**src/rtl/uart_rx.sv**
```systemverilog
// uart_rx: memory-mapped 8N1 UART receiver with 16x oversampling, a receive FIFO,
// sticky error flags and a level interrupt.
module uart_rx #(
    parameter int unsigned CLK_HZ     = 50000000,
    parameter int unsigned BAUD       = 115200,
    parameter int unsigned FIFO_DEPTH = 16
) (
    input  logic        clk,
    input  logic        rst_n,
    input  logic [31:0] addr,
    input  logic [31:0] din,
    output logic [31:0] dout,
    input  logic        wr,
    input  logic        valid,
    input  logic        rxd,
    output logic        irq
);

    localparam int unsigned AW       = $clog2(FIFO_DEPTH);
    // Rounded divisor: (CLK_HZ + 8*BAUD) / (16*BAUD) - 1
    localparam int unsigned DivReset = (CLK_HZ + 8 * BAUD) / (16 * BAUD) - 1;
    localparam logic [15:0] DivRst   = 16'(DivReset);

    typedef enum logic [2:0] {StIdle, StStart, StData, StStop, StWaitHigh} state_e;

    logic            rxd_meta_q, rxd_sync_q, rxd_prev_q;
    logic [15:0]     div_q, tick_cnt_q;
    logic            tick, tick_clr;
    state_e          state_q, state_d;
    logic [3:0]      os_cnt_q, os_cnt_d;
    logic [2:0]      bit_cnt_q, bit_cnt_d;
    logic [7:0]      shift_q, shift_d;
    logic            push_req, frame_err_set;
    logic [7:0]      mem_q [FIFO_DEPTH];
    logic [AW-1:0]   wr_ptr_q, rd_ptr_q;
    logic [8:0]      count_q;
    logic [7:0]      count8;
    logic            not_empty, full, do_push, overrun_set;
    logic            rx_en_q, irq_en_q, overrun_q, frame_err_q, last_valid_q, irq_q;
    logic            access_start, wr_en, pop, div_wr, flush;
    logic [1:0]      reg_sel;
    logic [31:0]     rd_data;
    logic            unused_bits;

    assign unused_bits = ^{addr[31:4], addr[1:0], din[31:16]};

    assign reg_sel      = addr[3:2];
    assign access_start = valid & ~last_valid_q;
    assign wr_en        = access_start & wr;
    assign not_empty    = (count_q != 9'd0);
    assign full         = (count_q == 9'(FIFO_DEPTH));
    assign pop          = access_start & ~wr & (reg_sel == 2'd0) & not_empty;
    assign div_wr       = wr_en & (reg_sel == 2'd2);
    assign flush        = wr_en & (reg_sel == 2'd3) & din[2];
    assign do_push      = push_req & ~full;
    assign overrun_set  = push_req & full;
    assign count8       = (count_q > 9'd255) ? 8'hFF : count_q[7:0];
    assign tick         = (tick_cnt_q == div_q);
    assign irq          = irq_q;

    // Two-flop synchronizer plus one history flop for falling-edge detection
    always_ff @(posedge clk or negedge rst_n) begin
        if (!rst_n) begin
            rxd_meta_q <= 1'b1;
            rxd_sync_q <= 1'b1;
            rxd_prev_q <= 1'b1;
        end else begin
            rxd_meta_q <= rxd;
            rxd_sync_q <= rxd_meta_q;
            rxd_prev_q <= rxd_sync_q;
        end
    end

    // Oversample tick counter, 0..DIV, realigned on divisor write and frame start
    always_ff @(posedge clk or negedge rst_n) begin
        if (!rst_n) begin
            tick_cnt_q <= 16'd0;
        end else if (div_wr || tick_clr || tick) begin
            tick_cnt_q <= 16'd0;
        end else begin
            tick_cnt_q <= tick_cnt_q + 16'd1;
        end
    end

    // Receive FSM state register
    always_ff @(posedge clk or negedge rst_n) begin
        if (!rst_n) begin
            state_q   <= StIdle;
            os_cnt_q  <= 4'd0;
            bit_cnt_q <= 3'd0;
            shift_q   <= 8'd0;
        end else begin
            state_q   <= state_d;
            os_cnt_q  <= os_cnt_d;
            bit_cnt_q <= bit_cnt_d;
            shift_q   <= shift_d;
        end
    end

    // Receive FSM next state: sample mid-bit, LSB first
    always_comb begin
        state_d       = state_q;
        os_cnt_d      = os_cnt_q;
        bit_cnt_d     = bit_cnt_q;
        shift_d       = shift_q;
        tick_clr      = 1'b0;
        push_req      = 1'b0;
        frame_err_set = 1'b0;
        if (!rx_en_q) begin
            state_d  = StIdle;
            os_cnt_d = 4'd0;
        end else begin
            unique case (state_q)
                StIdle: begin
                    if (rxd_prev_q && !rxd_sync_q) begin
                        state_d  = StStart;
                        tick_clr = 1'b1;
                        os_cnt_d = 4'd0;
                    end
                end
                StStart: begin
                    if (tick) begin
                        if (os_cnt_q == 4'd7) begin
                            os_cnt_d  = 4'd0;
                            bit_cnt_d = 3'd0;
                            state_d   = rxd_sync_q ? StIdle : StData;
                        end else begin
                            os_cnt_d = os_cnt_q + 4'd1;
                        end
                    end
                end
                StData: begin
                    if (tick) begin
                        os_cnt_d = os_cnt_q + 4'd1;
                        if (os_cnt_q == 4'd15) begin
                            shift_d = {rxd_sync_q, shift_q[7:1]};
                            if (bit_cnt_q == 3'd7) begin
                                state_d = StStop;
                            end else begin
                                bit_cnt_d = bit_cnt_q + 3'd1;
                            end
                        end
                    end
                end
                StStop: begin
                    if (tick) begin
                        os_cnt_d = os_cnt_q + 4'd1;
                        if (os_cnt_q == 4'd15) begin
                            if (rxd_sync_q) begin
                                push_req = 1'b1;
                                state_d  = StIdle;
                            end else begin
                                frame_err_set = 1'b1;
                                state_d       = StWaitHigh;
                            end
                        end
                    end
                end
                StWaitHigh: begin
                    if (rxd_sync_q) begin
                        state_d = StIdle;
                    end
                end
                default: state_d = StIdle;
            endcase
        end
    end

    // FIFO pointers and count; flush wins over a simultaneous push
    always_ff @(posedge clk or negedge rst_n) begin
        if (!rst_n) begin
            wr_ptr_q <= '0;
            rd_ptr_q <= '0;
            count_q  <= 9'd0;
        end else if (flush) begin
            wr_ptr_q <= '0;
            rd_ptr_q <= '0;
            count_q  <= 9'd0;
        end else begin
            if (do_push) wr_ptr_q <= wr_ptr_q + AW'(1);
            if (pop)     rd_ptr_q <= rd_ptr_q + AW'(1);
            if (do_push && !pop)      count_q <= count_q + 9'd1;
            else if (pop && !do_push) count_q <= count_q - 9'd1;
        end
    end

    // FIFO storage, no reset needed
    always_ff @(posedge clk) begin
        if (do_push && !flush) mem_q[wr_ptr_q] <= shift_q;
    end

    // Read data mux
    always_comb begin
        rd_data = 32'd0;
        unique case (reg_sel)
            2'd0: rd_data = not_empty ? {23'd0, 1'b1, mem_q[rd_ptr_q]} : 32'd0;
            2'd1: rd_data = {16'd0, count8, 4'd0, frame_err_q, overrun_q, full, not_empty};
            2'd2: rd_data = {16'd0, div_q};
            2'd3: rd_data = {30'd0, irq_en_q, rx_en_q};
            default: rd_data = 32'd0;
        endcase
    end

    // Control/status registers, bus edge detect, read data and interrupt
    always_ff @(posedge clk or negedge rst_n) begin
        if (!rst_n) begin
            div_q        <= DivRst;
            rx_en_q      <= 1'b1;
            irq_en_q     <= 1'b0;
            overrun_q    <= 1'b0;
            frame_err_q  <= 1'b0;
            last_valid_q <= 1'b0;
            irq_q        <= 1'b0;
            dout         <= 32'd0;
        end else begin
            last_valid_q <= valid;
            irq_q        <= irq_en_q & not_empty;
            if (div_wr) div_q <= din[15:0];
            if (wr_en && reg_sel == 2'd3) begin
                rx_en_q  <= din[0];
                irq_en_q <= din[1];
            end
            // New error events take priority over a clear in the same cycle
            overrun_q   <= overrun_set |
                           (overrun_q & ~(wr_en && reg_sel == 2'd1 && din[2]));
            frame_err_q <= frame_err_set |
                           (frame_err_q & ~(wr_en && reg_sel == 2'd1 && din[3]));
            // DATA keeps the popped value for the rest of the access
            if (valid && (access_start || reg_sel != 2'd0)) dout <= rd_data;
        end
    end

endmodule

```
**config.mk**
```make
export PLATFORM = sky130hd
export DESIGN_NAME = uart_rx
export DESIGN_NICKNAME = d
export VERILOG_FILES = /design/src/rtl/uart_rx.sv
export SDC_FILE = /design/constraint.sdc
export NUM_CORES = 1
export LEC_CHECK = 0
export CELL_PAD_IN_SITES_DETAIL_PLACEMENT = 1
export CELL_PAD_IN_SITES_GLOBAL_PLACEMENT = 2
export CORE_MARGIN = 4
export CORE_UTILIZATION = 45
export CTS_BUF_LIST = sky130_fd_sc_hd__clkbuf_4 sky130_fd_sc_hd__clkbuf_8
export DETAILED_ROUTE_END_ITERATION = 7
export PLACE_DENSITY_LB_ADDON = 0.1
export SLEW_MARGIN = 20
export SYNTH_ARGS = -nofsm -noshare
export SYNTH_HDL_FRONTEND = slang
export SYNTH_SLANG_ARGS = --single-unit
```
**constraint.sdc**
```tcl
create_clock -name clk -period 6.2 [get_ports clk]
set_input_delay 1.24 -clock clk [delete_from_list [all_inputs] [get_ports clk]]
set_output_delay 1.24 -clock clk [all_outputs]
set_load 0.02 [all_outputs]
```
==> results of run 1 <==
-- metal layers --
layer  GRT usage  vias to the layer above  routed length, um
met4     0.05620                        0                410
met5           0                        -                  0
met3     0.02959                       34                943
met1      0.2557                     3026               9916
li1            -                     2709                  -
met2      0.3238                      131              11540
-- logic make-up after synthesis --
| group | synth area share |
|---|---|
| DFF | 0.6183 |
| adders and majority gates | 0.02338 |
| xor gates and xnor gates | 0.03519 |
| AOI/OAI and AO/OA | 0.05870 |
| buffers and inverters | 0.03268 |
| and+or+nand+nor | 0.1075 |
| muxes | 0.1239 |
| other | 0.0003767 |
-- per-stage QoR --
stage	hold WS, ns	worst slack, ns	area, um^2	total power [mW]
2_1_floorplan	0.3452	2.282	10010	1.903
3_3_place_gp	0.3481	1.369	10540	2.006
3_5_place_dp	0.3473	1.263	10540	2.023
4_1_cts	0.3626	1.815	11300	3.368
5_1_grt	0.3638	1.546	11300	3.480
6_report	0.3602	1.787	11300	3.320
-- registers in the layout, summed over array words and instances, names as in the netlist, 3 cells and up --
signal,cells
os_cnt_q,4
rd_ptr_q,4
shift_q,8
dout,16
wr_ptr_q,4
bit_cnt_q,3
state_q,3
count_q,9
div_q,16
tick_cnt_q,16
mem_q,128
-- area by class of cell --
cell class | instances | area, um^2 | share of cell area
clock inverter | 19 | 137.6 | 0.01217
multi-input combinational | 433 | 3533 | 0.3126
clock buffer | 50 | 625.6 | 0.05534
tap | 280 | 350.3 | 0.03099
inverter | 20 | 75.07 | 0.006641
sequential | 220 | 6157 | 0.5447
timing repair buffer | 44 | 425.4 | 0.03763
-- worst min path at each step --
stage / startpoint / cells after the start / slack (ns) / end
3_5_place_dp: rxd_meta_q$_DFF_PN1_ / 0 / 0.35 / rxd_sync_q$_DFF_PN1_
5_1_grt: rxd_meta_q$_DFF_PN1_ / 0 / 0.36 / rxd_sync_q$_DFF_PN1_
4_1_cts: rxd_meta_q$_DFF_PN1_ / 0 / 0.36 / rxd_sync_q$_DFF_PN1_
6_report: rxd_meta_q$_DFF_PN1_ / 0 / 0.36 / rxd_sync_q$_DFF_PN1_
2_1_floorplan: rxd_meta_q$_DFF_PN1_ / 0 / 0.35 / rxd_sync_q$_DFF_PN1_
3_3_place_gp: rxd_meta_q$_DFF_PN1_ / 0 / 0.35 / rxd_sync_q$_DFF_PN1_
-- power groups by stage --
| stage | sequential, mW | combinational, mW | clock (mW) |
|---|---|---|---|
| 2_1_floorplan | 1.71 | 0.194 | 0 |
| 3_3_place_gp | 1.73 | 0.280 | 0 |
| 5_1_grt | 1.71 | 0.324 | 1.44 |
| 4_1_cts | 1.70 | 0.294 | 1.37 |
| 6_report | 1.70 | 0.287 | 1.33 |
| 3_5_place_dp | 1.73 | 0.292 | 0 |
-- Yosys cell counts, drive strengths merged, types with 4 or more instances --
| cell type | count | share of area |
|---|---|---|
| mux2i | 4 | 0.0040 |
| xnor2 | 11 | 0.0097 |
| dfrtp | 85 | 0.21 |
| nor4 | 10 | 0.010 |
| and2 | 13 | 0.0082 |
| nor4b | 4 | 0.0048 |
| a22oi | 4 | 0.0030 |
| nand2b | 6 | 0.0038 |
| nor2b | 8 | 0.0050 |
| edfxtp | 128 | 0.39 |
| nand2 | 45 | 0.017 |
| nand4 | 5 | 0.0038 |
| nor2 | 53 | 0.020 |
| xor2 | 29 | 0.026 |
| buf | 27 | 0.019 |
| a21oi | 25 | 0.013 |
| mux4 | 40 | 0.090 |
| clkbuf | 16 | 0.0060 |
| ha | 17 | 0.021 |
| and4 | 5 | 0.0044 |
| or3 | 4 | 0.0025 |
| a21o | 8 | 0.0060 |
| nor3 | 6 | 0.0041 |
| o21ai | 32 | 0.016 |
| dfstp | 7 | 0.018 |
| nand3 | 25 | 0.014 |
| inv | 20 | 0.0075 |
| mux2 | 26 | 0.029 |
-- worst max-delay path, delay by kind of cell --
kind            cells  cell delay, ns
buf+inv             1            0.73
compound gates      6            1.40
xor+xnor            1            0.12
fa+ha+maj           1            0.59
simple gates        2            0.76
==> summary.md, run 1 <==
| Metric | Value |
|---|---|
| Status | completed |
| Total GRT Usage | 0.1907 |
| Antenna violations before repair | 0 |
| Port Buf Inserts | 39 |
| Sequential fraction of design power | 0.513 |
| Mapped cell area | 0.009955 mm^2 |
| Clk root buf | clkbuf_8 |
| Antenna cells | 0 |
| Top cell by count, worst path | a21oi_1 |
| Final period utilization | 0.7117 |
| Slew Limit Fails | 0 |
| Core Rows | 54 |
| CP endpoint kind | register |
| Final hold viol count | 0 |
| FMAX | 226.6 MHz |
| Vias in the first global route | 6308 |
| Post-Syn Instances | 701 |
| Worst path cell trace | clkdlybuf4s50_1, a311o_1, or3_1, nand4_2, ha_1, a211oi_1, a21oi_1, o41ai_1, xor2_1, a21o_1, a21oi_1 |
| Residual DRC | 0 |
| Final setup violation count | 0 |
| CTS max path bufs | 3 |
| Die Height | 156.7 um |
| Clock power frac | 0.400 |
| Worst path arrival time | 4.85 ns |
| Worst clock skew | 0.01328 ns |
| Cells on worst reg2reg path | 11 |
| GPL Wtd Cong | 0.7736 |
| Share of layout cells above drive strength 1 | 0.1985 |
| RSZ-0062 raised after global routing | false |
| Area Overhead vs Synth | 13.56% |
| Vias per inst | 5.535 |
| Setup TNS | 0 ns |
| Worst r2r dst | count_q[7]$_DFFE_PN0P_ |
| Via count | 5900 |
| Final Core Density | 0.5180 |
| # IOs | 102 |
| Kind of critical path | in -> reg |
| Clock slew at reported path FFs | 0.06 ns |
| Worst slew pin tran | 0.9212 ns |
| Hpwl dp | 15650 um |
| Hold WC Path Type | reg -> reg |
| Slew headroom | 0.3836 |
| CTS tree | built |
| Most frequent cells in the layout | edfxtp_1 (128), dfrtp_1 (83), nor2_1 (53), nand2_1 (43) |
| First-pass GRT wire length | 36290 um |
| R2R Setup Slk | 1.96 ns |
| Post-synth EDFFs | 128 |
| Power density cells | 293.7 mW/mm^2 |
| Clock Latency Late Sink | 0.53 ns |
| P_leak | 4.577 nW |
| CTS HTree Levels | 2 |
| Post-CTS setup repair buffer count | 0 |
| Hold-fix buffers, CTS | 0 |
| Power Internal | 2.486 mW |
| Ys Warns | 0 |
| Core outline area | 0.02182 mm^2 |
| Drt initial violations | 327 |
| Wire length per cell | 21.40 um |
| Non-filler cells, final | 1066 |
| Layout fillers | 2171 |
| Ys flop type | edfxtp_1 |
| Die area | 0.02456 mm^2 |
| First-pass DRT Iterations | 6 |
| Register bit total from synthesis | 220 |
| Max Cap Violations | 0 |
| Worst Setup SP | addr[2] |
| Syn avg cell area | 14.20 um^2 |
| Chip Width | 156.7 um |
| Pin count of the biggest net entering global routing | 58 |
| Most common cell after layout, fill and taps aside | edfxtp_1 |
| Psw | 0.8338 mW |
| Critical Path End | count_q[7]$_DFFE_PN0P_ |
| Comb pwr share | 0.087 |
| Crit path time final | 4.413 ns |
| Dpl cells | 997 |
| Maximum VDD drop | 193.9 uV |
| Setup crit start kind | primary input |
| Congestion Overflow GR | 0 |
| Num Clock Sinks | 220 |
| Starting density of the core | 0.4561 |
| WL final | 22810 um |
| Share of flip-flops with an asynchronous set or reset | 0.4182 |
| Slowest stage delay, CP | 0.73 ns |
| Worst Path Required | 6.64 ns |
| Critical path fanouts, max | 25 |
| CP max stage cell | clkdlybuf4s50_1 |
| CTS buffer count | 39 |
| RR Startpoint | div_q[14]$_DFFE_PN0P_ |
| Switching Fraction | 0.2512 |
| Nets | 845 |
| Register area share after synthesis | 0.6183 |
| Synth cell types | 67 |
| Post-CTS resize count | 0 |
| Routed Antenna Nets | 0 |
(Power assumes the default switching activity.)
==> run 2: changes to the inputs <==
--- a/config.mk
+++ b/config.mk
@@ -8,7 +8,7 @@
 export CELL_PAD_IN_SITES_DETAIL_PLACEMENT = 1
 export CELL_PAD_IN_SITES_GLOBAL_PLACEMENT = 2
 export CORE_MARGIN = 4
-export CORE_UTILIZATION = 45
+export CORE_UTILIZATION = 38
 export CTS_BUF_LIST = sky130_fd_sc_hd__clkbuf_4 sky130_fd_sc_hd__clkbuf_8
 export DETAILED_ROUTE_END_ITERATION = 7
 export PLACE_DENSITY_LB_ADDON = 0.1
==> constraint.sdc (replaced) <==
create_clock -name clk -period 3.95 [get_ports clk]
set_input_delay 0.79 -clock clk [delete_from_list [all_inputs] [get_ports clk]]
set_output_delay 0.79 -clock clk [all_outputs]
set_load 0.02 [all_outputs]
==> run 2 against run 1 <==
  * Clock skew increased by 0.031 ns
  * Critical path depth unchanged
  * Hold slack got worse by 0.0089 ns
  * Routed wire length increased by 5.6%
  * Clock-buffer cell count increased by 5
  * Via count increased by 0.42%
  * Core utilization decreased by 6.3 points
==> summary.md, run 2 (synthesis gave the netlist of run 1 again) <==
| Metric | Value |
|---|---|
| Nets | 871 (+3.1%) |
| Register with the most flip-flops | mem_q |
| Post-CTS resize count | 0 (unchanged) |
| Most frequent cells in the layout | edfxtp_1 (128), dfrtp_1 (84), nor2_1 (53), nand2_1 (44), clkbuf_8 (41) |
| Non-filler cells, final | 1146 (+7.5%) |
| Port Buf Inserts | 39 (unchanged) |
| Pin count of the biggest net entering global routing | 59 (+1.7%) |
| Hold WC Path Type | in -> async |
| P_leak | 4.716 nW (+3.1%) |
| Final period utilization | 0.8644 |
| Worst path cell trace | xor2_1, nor4_2, and4_1, nand4_2, ha_1, a211oi_1, a21oi_1, o41ai_1, xor2_1, a21o_1, a21oi_1 |
| Starting density of the core | 0.3908 (-0.06534) |
| Sequential fraction of design power | 0.514 (about the same) |
| Power density cells | 449.2 mW/mm^2 (+53%) |
| Status | completed |
| Total power | 5.203 mW (+57%) |
| Slew headroom | 0.3971 (+0.01355) |
| Total GRT Usage | 0.1707 (-0.01995) |
| CP endpoint kind | register |
| Setup crit start kind | register |
| Routed Antenna Nets | 0 (unchanged) |
| Most common cell after layout, fill and taps aside | edfxtp_1 |
| Hold-fix buffers, CTS | 0 (unchanged) |
| Core outline area | 0.02547 mm^2 (+17%) |
| Worst Path Required | 4.40 ns (-2.24 ns) |
| Hpwl dp | 17120 um (+9.4%) |
| CP max stage cell | nor4_2 |
| Power Internal | 3.856 mW (+55%) |
| Max Cap Violations | 0 (unchanged) |
| Critical path fanouts, max | 7 (-72%) |
| Worst clock skew | 0.04457 ns (+0.03129 ns) |
| Vias per inst | 5.170 (-6.6%) |
| Core Rows | 58 (+7.4%) |
| Area Overhead vs Synth | 16.38% |
| Clock power frac | 0.397 (-0.003) |
| FMAX | 292.9 MHz |
| Slew Limit Fails | 0 (unchanged) |
| Worst slew pin tran | 0.9043 ns (-0.01692 ns) |
| Wire length per cell | 21.01 um (-1.8%) |
| Dpl cells | 1072 (+7.5%) |
| GPL Wtd Cong | 0.8046 (+4.0%) |
| CTS HTree Levels | 2 (unchanged) |
| Max FFs per register | 128 (unchanged) |
| Maximum VDD drop | 308.9 uV (+59%) |
| Post-CTS setup repair buffer count | 0 (unchanged) |
| Die area | 0.02885 mm^2 (+17%) |
| CTS buffer count | 40 (+2.6%) |
| Comb pwr share | 0.089 (+0.002) |
| First-pass GRT wire length | 38000 um (+4.7%) |
| Cell Area, Placed | 0.01080 mm^2 (+2.5%) |
| Final setup violation count | 0 (unchanged) |
| Share of layout cells above drive strength 1 | 0.2292 (+0.03069) |
| Worst path arrival time | 3.87 ns (-0.98 ns) |
| Via count | 5925 (+0.42%) |
| Vias in the first global route | 6535 (+3.6%) |
| Clock slew at reported path FFs | 0.07 ns (about the same) |
| Hold Worst Slack | 0.3512 ns (-0.008938 ns) |
| # IOs | 102 (unchanged) |
| Drt initial violations | 331 (+1.2%) |
| RSZ-0062 raised after global routing | false |
| Residual DRC | 0 (unchanged) |
| Die Height | 169.9 um (+8.4%) |
| WL final | 24080 um (+5.6%) |
| Setup TNS | 0 ns (unchanged) |
| Crit path time final | 3.414 ns |
| Slowest stage delay, CP | 0.45 ns (-0.28 ns) |
| Chip Width | 169.9 um (+8.4%) |
| Switching Fraction | 0.2590 (+0.007855) |
| Antenna violations before repair | 0 (unchanged) |
| CTS max path bufs | 3 (unchanged) |
| Kind of critical path | reg -> reg |
| First-pass DRT Iterations | 4 (-2) |
| Psw | 1.348 mW (+62%) |
| Clk root buf | clkbuf_8 |
| CTS tree | built |
| Antenna cells | 0 (unchanged) |
| Final Instance Area | 0.01158 mm^2 (+2.5%) |
| Num Clock Sinks | 220 (unchanged) |
| Clock Latency Late Sink | 0.55 ns (+0.02 ns) |
| Congestion Overflow GR | 0 (unchanged) |
| Final hold viol count | 0 (unchanged) |
==> run 2: changes by cell type in the layout (fill, tap and decap cells not counted), moves of 2 or more <==
cell | before | now
clkinv_1 | 11 | 8
clkinv_2 | 4 | 6
buf_4 | 6 | 30
bufinv_16 | 2 | 0
clkbuf_4 | 10 | 14
clkinvlp_4 | 1 | 3
==> run 2: final cells by class <==
type                       count  area [um^2]
sequential                   220         6156
clock buffer                  55        669.4
clock inverter                19        115.1
inverter                      20        75.07
tap                          330        412.9
multi-input combinational    433         3531
timing repair buffer          69        625.6
fill                        2596        13890
==> run 2: critical path, delay by kind of cell, from the launching register on <==
kind | cells | cell delay, ns
AO/OA/AOI/OAI | 5 | 1.11
adder cells (fa/ha/maj) | 1 | 0.42
AND/OR/NAND/NOR | 3 | 1.06
flip-flops | 1 | 0.43
XOR/XNOR | 2 | 0.33
==> run 2: final timing paths <==
| path | slack (ns) | end | from | depth (start not counted) |
|---|---|---|---|---|
| max | 0.54 | count_q[7]$_DFFE_PN0P_ | div_q[12]$_DFFE_PN0P_ | 11 |
| min | 0.35 | wr_ptr_q[0]$_DFFE_PN0P_ | rst_n | 1 |
| max reg2reg | 0.54 | count_q[7]$_DFFE_PN0P_ | div_q[12]$_DFFE_PN0P_ | 11 |
| min reg2reg | 0.35 | rxd_sync_q$_DFF_PN1_ | rxd_meta_q$_DFF_PN1_ | 0 |
| max in group asynchronous | 2.82 | div_q[4]$_DFFE_PN1P_ | rst_n | 2 |
| min in group clk | 0.35 | rxd_sync_q$_DFF_PN1_ | rxd_meta_q$_DFF_PN1_ | 0 |
==> run 2: routing by layer <==
metal  GRT usage  routed length, um  up-vias
met5           0                  0        -
met4     0.04025                347        0
met3     0.02950                857       27
met2      0.2997              12340      107
met1      0.2221              10530     3018
li1            -                  -     2773
==> run 2: power by group through the flow <==
stage,clock [mW],sequential (mW),combinational [mW]
2_1_floorplan,0,2.68,0.305
3_3_place_gp,0,2.72,0.445
3_5_place_dp,0,2.72,0.465
4_1_cts,2.14,2.68,0.469
5_1_grt,2.27,2.69,0.514
6_report,2.07,2.68,0.461
==> run 2: metrics by stage <==
step | utilization | worst slack [ns]
floorplan | - | 0.4815
global placement | 0.4240 | 0.1224
detailed placement | 0.4240 | 0.09710
CTS | 0.4548 | 0.4734
global route | 0.4548 | 0.1932
finish | 0.4548 | 0.5358
==> run 3: changes to the inputs <==
--- a/config.mk
+++ b/config.mk
@@ -5,6 +5,7 @@
 export SDC_FILE = /design/constraint.sdc
 export NUM_CORES = 1
 export LEC_CHECK = 0
+export ABC_AREA = 0
 export CELL_PAD_IN_SITES_DETAIL_PLACEMENT = 1
 export CELL_PAD_IN_SITES_GLOBAL_PLACEMENT = 2
 export CORE_MARGIN = 4
==> results of run 3 <==
The final DEF is identical to that of run 2; final timing and power are the same.
